==> src/rtl/filt_win3_f16_if.sv <==
// Stream bus for the 3-tap window generator: sample input side and window output side.
// Latency: none (wires only).
// Backpressure: in_ready throttles the sample source; the window side has no backpressure.
interface filt_win3_f16_if;
  logic        in_valid;
  logic [15:0] in_data;
  logic        in_sol;
  logic        in_ready;
  logic [15:0] win_a;
  logic [15:0] win_b;
  logic [15:0] win_c;
  logic        win_valid;
  logic        win_last;

  // Sample source plus window consumer (testbench / upstream side)
  modport master (
    output in_valid, in_data, in_sol,
    input  in_ready, win_a, win_b, win_c, win_valid, win_last
  );

  // Window generator side
  modport slave (
    input  in_valid, in_data, in_sol,
    output in_ready, win_a, win_b, win_c, win_valid, win_last
  );
endinterface

==> src/rtl/filt_win3_f16.sv <==
// Horizontal 3-tap centre-aligned window generator for float16 lines, edges padded.
// Latency: window k registered the cycle after x[k+1] is accepted; last window one cycle after FLUSH.
// Backpressure: in_ready drops for one FLUSH cycle per line; no downstream backpressure.
// Build option: define FILT_WIN3_ZERO_PAD_EN for zero edge taps instead of edge replication.
module filt_win3_f16 #(
  parameter int unsigned LINE_LEN = 640,
  parameter int unsigned CNT_W    = 16
) (
  input logic            clk,
  input logic            rst_n,
  filt_win3_f16_if.slave bus
);

  typedef enum logic [1:0] {
    S_IDLE  = 2'd0,
    S_FILL  = 2'd1,
    S_RUN   = 2'd2,
    S_FLUSH = 2'd3
  } state_t;

  localparam logic [CNT_W-1:0] LAST_IDX = CNT_W'(LINE_LEN - 1);
  localparam logic [CNT_W-1:0] CNT_ONE  = CNT_W'(1);

  state_t           state_q, state_d;
  logic [CNT_W-1:0] cnt_q, cnt_d;
  // smp_cur holds the most recently accepted sample, smp_prv the one before it
  logic [15:0]      smp_cur_q, smp_cur_d;
  logic [15:0]      smp_prv_q, smp_prv_d;
  logic [15:0]      win_a_q, win_a_d;
  logic [15:0]      win_b_q, win_b_d;
  logic [15:0]      win_c_q, win_c_d;
  logic             win_valid_q, win_valid_d;
  logic             win_last_q, win_last_d;

  logic             xfer;
  logic [15:0]      pad_left;
  logic [15:0]      pad_right;

  assign bus.in_ready = (state_q != S_FLUSH);
  assign xfer         = bus.in_valid && bus.in_ready;

  // Edge taps: in FILL smp_cur is x0, in FLUSH smp_cur is x(N-1)
`ifdef FILT_WIN3_ZERO_PAD_EN
  assign pad_left  = 16'h0000;
  assign pad_right = 16'h0000;
`else
  assign pad_left  = smp_cur_q;
  assign pad_right = smp_cur_q;
`endif

  // Next-state and window assembly; window registers hold between pulses
  always_comb begin
    state_d     = state_q;
    cnt_d       = cnt_q;
    smp_cur_d   = smp_cur_q;
    smp_prv_d   = smp_prv_q;
    win_a_d     = win_a_q;
    win_b_d     = win_b_q;
    win_c_d     = win_c_q;
    win_valid_d = 1'b0;
    win_last_d  = 1'b0;

    case (state_q)
      S_IDLE: begin
        // in_sol is irrelevant here: any accepted sample is x0
        if (xfer) begin
          smp_cur_d = bus.in_data;
          cnt_d     = CNT_ONE;
          state_d   = S_FILL;
        end
      end

      S_FILL, S_RUN: begin
        if (xfer) begin
          if (bus.in_sol) begin
            // Resync: drop the partial line, this sample is the new x0
            smp_cur_d = bus.in_data;
            cnt_d     = CNT_ONE;
            state_d   = S_FILL;
          end else begin
            win_a_d     = (state_q == S_FILL) ? pad_left : smp_prv_q;
            win_b_d     = smp_cur_q;
            win_c_d     = bus.in_data;
            win_valid_d = 1'b1;
            smp_prv_d   = smp_cur_q;
            smp_cur_d   = bus.in_data;
            cnt_d       = cnt_q + CNT_ONE;
            state_d     = (cnt_q == LAST_IDX) ? S_FLUSH : S_RUN;
          end
        end
      end

      S_FLUSH: begin
        // Final window needs no new sample; input is held off for this cycle
        win_a_d     = smp_prv_q;
        win_b_d     = smp_cur_q;
        win_c_d     = pad_right;
        win_valid_d = 1'b1;
        win_last_d  = 1'b1;
        cnt_d       = '0;
        state_d     = S_IDLE;
      end

      default: begin
        cnt_d   = '0;
        state_d = S_IDLE;
      end
    endcase
  end

  // State, sample history and window registers
  always_ff @(posedge clk or negedge rst_n) begin
    if (!rst_n) begin
      state_q     <= S_IDLE;
      cnt_q       <= '0;
      smp_cur_q   <= 16'h0000;
      smp_prv_q   <= 16'h0000;
      win_a_q     <= 16'h0000;
      win_b_q     <= 16'h0000;
      win_c_q     <= 16'h0000;
      win_valid_q <= 1'b0;
      win_last_q  <= 1'b0;
    end else begin
      state_q     <= state_d;
      cnt_q       <= cnt_d;
      smp_cur_q   <= smp_cur_d;
      smp_prv_q   <= smp_prv_d;
      win_a_q     <= win_a_d;
      win_b_q     <= win_b_d;
      win_c_q     <= win_c_d;
      win_valid_q <= win_valid_d;
      win_last_q  <= win_last_d;
    end
  end

  assign bus.win_a     = win_a_q;
  assign bus.win_b     = win_b_q;
  assign bus.win_c     = win_c_q;
  assign bus.win_valid = win_valid_q;
  assign bus.win_last  = win_last_q;

endmodule

==> src/flat_wrapper.sv <==
// flat-port wrapper written by rule: the top's interface ports become plain ports
module filt_win3_f16_flat 
#(
  parameter int unsigned LINE_LEN = 640,
  parameter int unsigned CNT_W    = 16
)
  (clk, rst_n, bus_in_valid, bus_in_data, bus_in_sol, bus_in_ready, bus_win_a, bus_win_b, bus_win_c, bus_win_valid, bus_win_last);
  filt_win3_f16_if bus_i ();
  input logic clk;
  input logic rst_n;
  input wire logic [$bits(bus_i.in_valid)-1:0] bus_in_valid;
  input wire logic [$bits(bus_i.in_data)-1:0] bus_in_data;
  input wire logic [$bits(bus_i.in_sol)-1:0] bus_in_sol;
  output wire logic [$bits(bus_i.in_ready)-1:0] bus_in_ready;
  output wire logic [$bits(bus_i.win_a)-1:0] bus_win_a;
  output wire logic [$bits(bus_i.win_b)-1:0] bus_win_b;
  output wire logic [$bits(bus_i.win_c)-1:0] bus_win_c;
  output wire logic [$bits(bus_i.win_valid)-1:0] bus_win_valid;
  output wire logic [$bits(bus_i.win_last)-1:0] bus_win_last;
  assign bus_i.in_valid = bus_in_valid;
  assign bus_i.in_data = bus_in_data;
  assign bus_i.in_sol = bus_in_sol;
  assign bus_in_ready = bus_i.in_ready;
  assign bus_win_a = bus_i.win_a;
  assign bus_win_b = bus_i.win_b;
  assign bus_win_c = bus_i.win_c;
  assign bus_win_valid = bus_i.win_valid;
  assign bus_win_last = bus_i.win_last;
  filt_win3_f16 #(.LINE_LEN(LINE_LEN), .CNT_W(CNT_W)) u_core (.clk(clk), .rst_n(rst_n), .bus(bus_i));
endmodule
==> config.mk <==
export PLATFORM = sky130hd
export DESIGN_NAME = filt_win3_f16_flat
export DESIGN_NICKNAME = d
export VERILOG_FILES = /design/src/rtl/filt_win3_f16_if.sv /design/src/rtl/filt_win3_f16.sv /design/src/flat_wrapper.sv
export SDC_FILE = /design/constraint.sdc
export NUM_CORES = 1
export LEC_CHECK = 0
export CAP_MARGIN = 20
export CORE_MARGIN = 4
export CORE_UTILIZATION = 25
export DETAILED_ROUTE_END_ITERATION = 7
export GPL_ROUTABILITY_DRIVEN = 0
export GPL_TIMING_DRIVEN = 0
export PLACE_DENSITY = 0.42
export SYNTH_ARGS = -nofsm -noshare
export SYNTH_HDL_FRONTEND = slang
export SYNTH_SLANG_ARGS = --single-unit
==> constraint.sdc <==
create_clock -name clk -period 2.2 [get_ports clk]
set_clock_uncertainty 0.2 [all_clocks]
set_input_delay 0.66 -clock clk [delete_from_list [all_inputs] [get_ports clk]]
set_output_delay 0.66 -clock clk [all_outputs]
set_load 0.02 [all_outputs]
==> run_results.csv <==
group,metric,value,unit
yosys,synth_edf_count,0,
placed_design,placed_cells,661,
critical_path,arrival,2.28,ns
run_status,status,"completed",
yosys,netlist_top_cells_count,"dfrtp_1 (100), mux2_2 (47), nand2_1 (41), o21ai_0 (41), mux2i_1 (32)",
yosys,syn_inst,365,
critical_path,worstSetupStartpointType,"flop",
finish,final_cells,686,
route,ant_nets,0,
yosys,synthXorXnorAreaFrac,0,%
yosys,ys_seq_area_share,57.0,%
finish,fillers,1701,
sta,slew_viol_final,0,
power_and_ir_drop,powerDensity,1420,nW/um^2
clock_tree,cts_tree,"yes",
floorplanning,dieArea,19700,sq um
yosys,postSynth.asyncResetShare,100,%
clock_tree,clockBufferDepth,2,
clock_tree,clk-insertion-delay-late,0.34,ns
critical_path,required,2.28,ns
sta,finalSetupViolCount,0,
route,via_count,3183,
yosys,syn_avg_cell_area,12.0,sq um
grt,antenna_found_initial,1,
yosys,synth_nets,390,
yosys,yosys.area.top_type_share,57.0,%
clock_tree,cts_root_buf,"clkbuf_16",
route,wl_per_cell,17.4,um
yosys,synth_most_common_cell,"dfrtp_1",
power_and_ir_drop,leakage,2.90,nW
sta,period_needed,2.20,ns
grt,grt_pass1_wl,19100,um
yosys,synth_flop_cell,"dfrtp_1",
finish,drive_gt1_share,24.3,%
floorplanning,rows,48,
yosys,synthSimpleGateAreaFrac,9.38,%
worst_hold_path,hold_path.class,"in2async",
power_and_ir_drop,peakVddDrop,600,uV
floorplanning,die_h,140,um
yosys,synth_mux_area_share,19.4,%
sta,slew-limit-headroom,59.2,%
placed_design,dp_hpwl,8050,um
critical_path,cp_slowest_stage_delay,0.49,ns
critical_path,crit_chain,"inv_2 -> ha_4 -> or3b_4 -> or2_4 -> or4_4 -> nand3_2",
yosys,synthesis.area,4390,sq um
yosys,synth_compound_area_share,9.78,%
sta,fin_crit_sh,99.8,%
yosys,ys_types,44,
grt,grt-ovfl-total,0,
yosys,yosysTopAreaCell,"dfrtp_1",
critical_path,critical_path_peak_fanout,3,
route,drcViolationCount,0,
placed_design,io_buffer_count,70,
yosys,yosysWarnings,0,
route,wirelength,11900,um
grt,grt_max_degree,57,
floorplanning,ios,71,
floorplanning,initial_core_util,25.5,%
sta,rsz0062_at_grt,"true",
finish,antennaDiodeCount,0,
sta,fmax,455,MHz
yosys,synthAdderAreaFrac,1.43,%
critical_path,crit_type,"reg2reg",
sta,final-hold-violation-count,0,
critical_path,worst_setup_path_end_kind,"flop",
clock_tree,cts-htree-levels,3,
floorplanning,die_w,140,um
grt,grtUsageTotal,12.3,%
critical_path,slowest_stage,"or4_4",
route,viasPerCell,4.64,
route,drt_iter0_drc,118,
floorplanning,core,17200,sq um
sta,worst_pin_slew,0.612,ns
grt,grt_pass1_vias,3417,
yosys,synth_top_family_by_area,"multiplexers",
clock_tree,clk_pin_slew,0.07,ns
yosys,synthTopCellsByArea,"dfrtp_1 (57%), mux2_2 (12%), mux2i_1 (7.3%)",
flow_run,cap_violations,0,
route,firstDrtPassIters,4,
finish,area_growth,37.8,%
clock_tree,numCtsBuffers,9,
yosys,yosys_register_bits,100,
finish,nets,481,
sta,setup_tns,0,ns
clock_tree,cts.sinks,100,
[area by class of cell]
| class | count | area, sq um | area share (%) |
|---|---|---|---|
| Inverter | 8 | 35.0 | 0.580 |
| Buffer | 19 | 185 | 3.06 |
| Timing Repair Buffer | 80 | 860 | 14.2 |
| Clock buffer | 12 | 246 | 4.08 |
| Sequential cell | 100 | 2500 | 41.4 |
| Tap cell | 225 | 282 | 4.66 |
| Multi-Input combinational cell | 238 | 1880 | 31.1 |
| Clock inverter | 4 | 56.3 | 0.932 |
[flip-flops by register name, indices dropped and copies added, names as in the netlist, 2 cells and up]
register          flops
u_core.bus.win_a     16
u_core.bus.win_b     16
u_core.bus.win_c     16
u_core.cnt_q         16
u_core.pad_left      16
u_core.smp_prv_q     16
u_core.state_q        2
[critical path, delay by kind of cell (launching register included)]
kind          cells  cell delay [ns]
simple gates      4             1.21
fa+ha+maj         1             0.26
buf+inv           1             0.07
flops             1             0.40
[worst paths after layout]
check,from,endpoint,slack (ns),cells past startpoint
max reg2reg,u_core.state_q[0]$_DFFE_PN0P_,u_core.cnt_q[10]$_DFFE_PN0P_,0.003,6
min,rst_n,u_core.cnt_q[12]$_DFFE_PN0P_,0.12,1
max,u_core.state_q[0]$_DFFE_PN0P_,u_core.cnt_q[10]$_DFFE_PN0P_,0.003,6
min in group clk,u_core.bus.win_a[9]$_DFFE_PN0P_,u_core.bus.win_a[9]$_DFFE_PN0P_,0.27,2
min reg2reg,u_core.bus.win_a[9]$_DFFE_PN0P_,u_core.bus.win_a[9]$_DFFE_PN0P_,0.27,2
max in group asynchronous,rst_n,u_core.pad_left[15]$_DFFE_PN0P_,0.97,2
[placed cells by master (no fill, tap or decap), types with 5 or more instances in the layout]
| master | synthesis | routed |
|---|---|---|
| mux2_2 | 47 | 36 |
| nand2_1 | 41 | 40 |
| dlymetal6s2s_1 | 0 | 22 |
| clkdlybuf4s50_1 | 0 | 27 |
| mux2i_1 | 32 | 32 |
| o21ai_0 | 41 | 39 |
| dlygate4sd2_1 | 0 | 19 |
| a31oi_1 | 8 | 8 |
| clkbuf_16 | 0 | 10 |
| nand3_1 | 6 | 5 |
| a21o_1 | 6 | 6 |
| buf_4 | 2 | 11 |
| mux2_4 | 0 | 11 |
| dfrtp_1 | 100 | 100 |
| inv_1 | 8 | 5 |
[what timing repair did]
action / 4_1_cts / 5_1_grt
hold buffers: 0 / 0
buffers inserted: 7 / 1
gates cloned: 0 / 1
gates resized for setup: 56 / 60
setup endpoints to repair: 103 / 79
pin swaps: 9 / 8
[metal layers]
metal	track usage, %	vias up	share of wire, %
met2	20.0	47	48
met5	0	-	0.11
met4	4.03	2	1.4
met3	2.66	15	3.7
met1	16.4	1610	47
li1	-	1509	-
[where the power goes]
group | leakage, nW | internal [mW] | switching (mW)
logic | 1.52 | 1.94 | 1.96
registers | 1.24 | 2.56 | 0.481
clock network | 0.147 | 0.923 | 0.712
[logic make-up after synthesis]
logic type | Yosys count
adders and majority gates | 5
and+or+nand+nor | 81
DFF | 100
buffers and inverters | 27
AOI/OAI and AO/OA | 73
muxes | 79
[stage by stage]
| step | util, % | cell area [sq um] | hold slack, ns | setup slack [ns] | total power [mW] |
|---|---|---|---|---|---|
| floorplan | - | 4400 | 0.164 | 0.00904 | 5.13 |
| global placement | 31.2 | 5380 | 0.268 | -3.85 | 6.67 |
| detailed placement | 31.4 | 5410 | 0.273 | -0.763 | 6.73 |
| CTS | 33.8 | 5820 | 0.144 | -0.00896 | 8.52 |
| global route | 35.1 | 6040 | 0.162 | -0.0694 | 9.17 |
| finish | 35.1 | 6040 | 0.125 | 0.00343 | 8.58 |
Note: power is estimated with default switching activity, not from simulation.
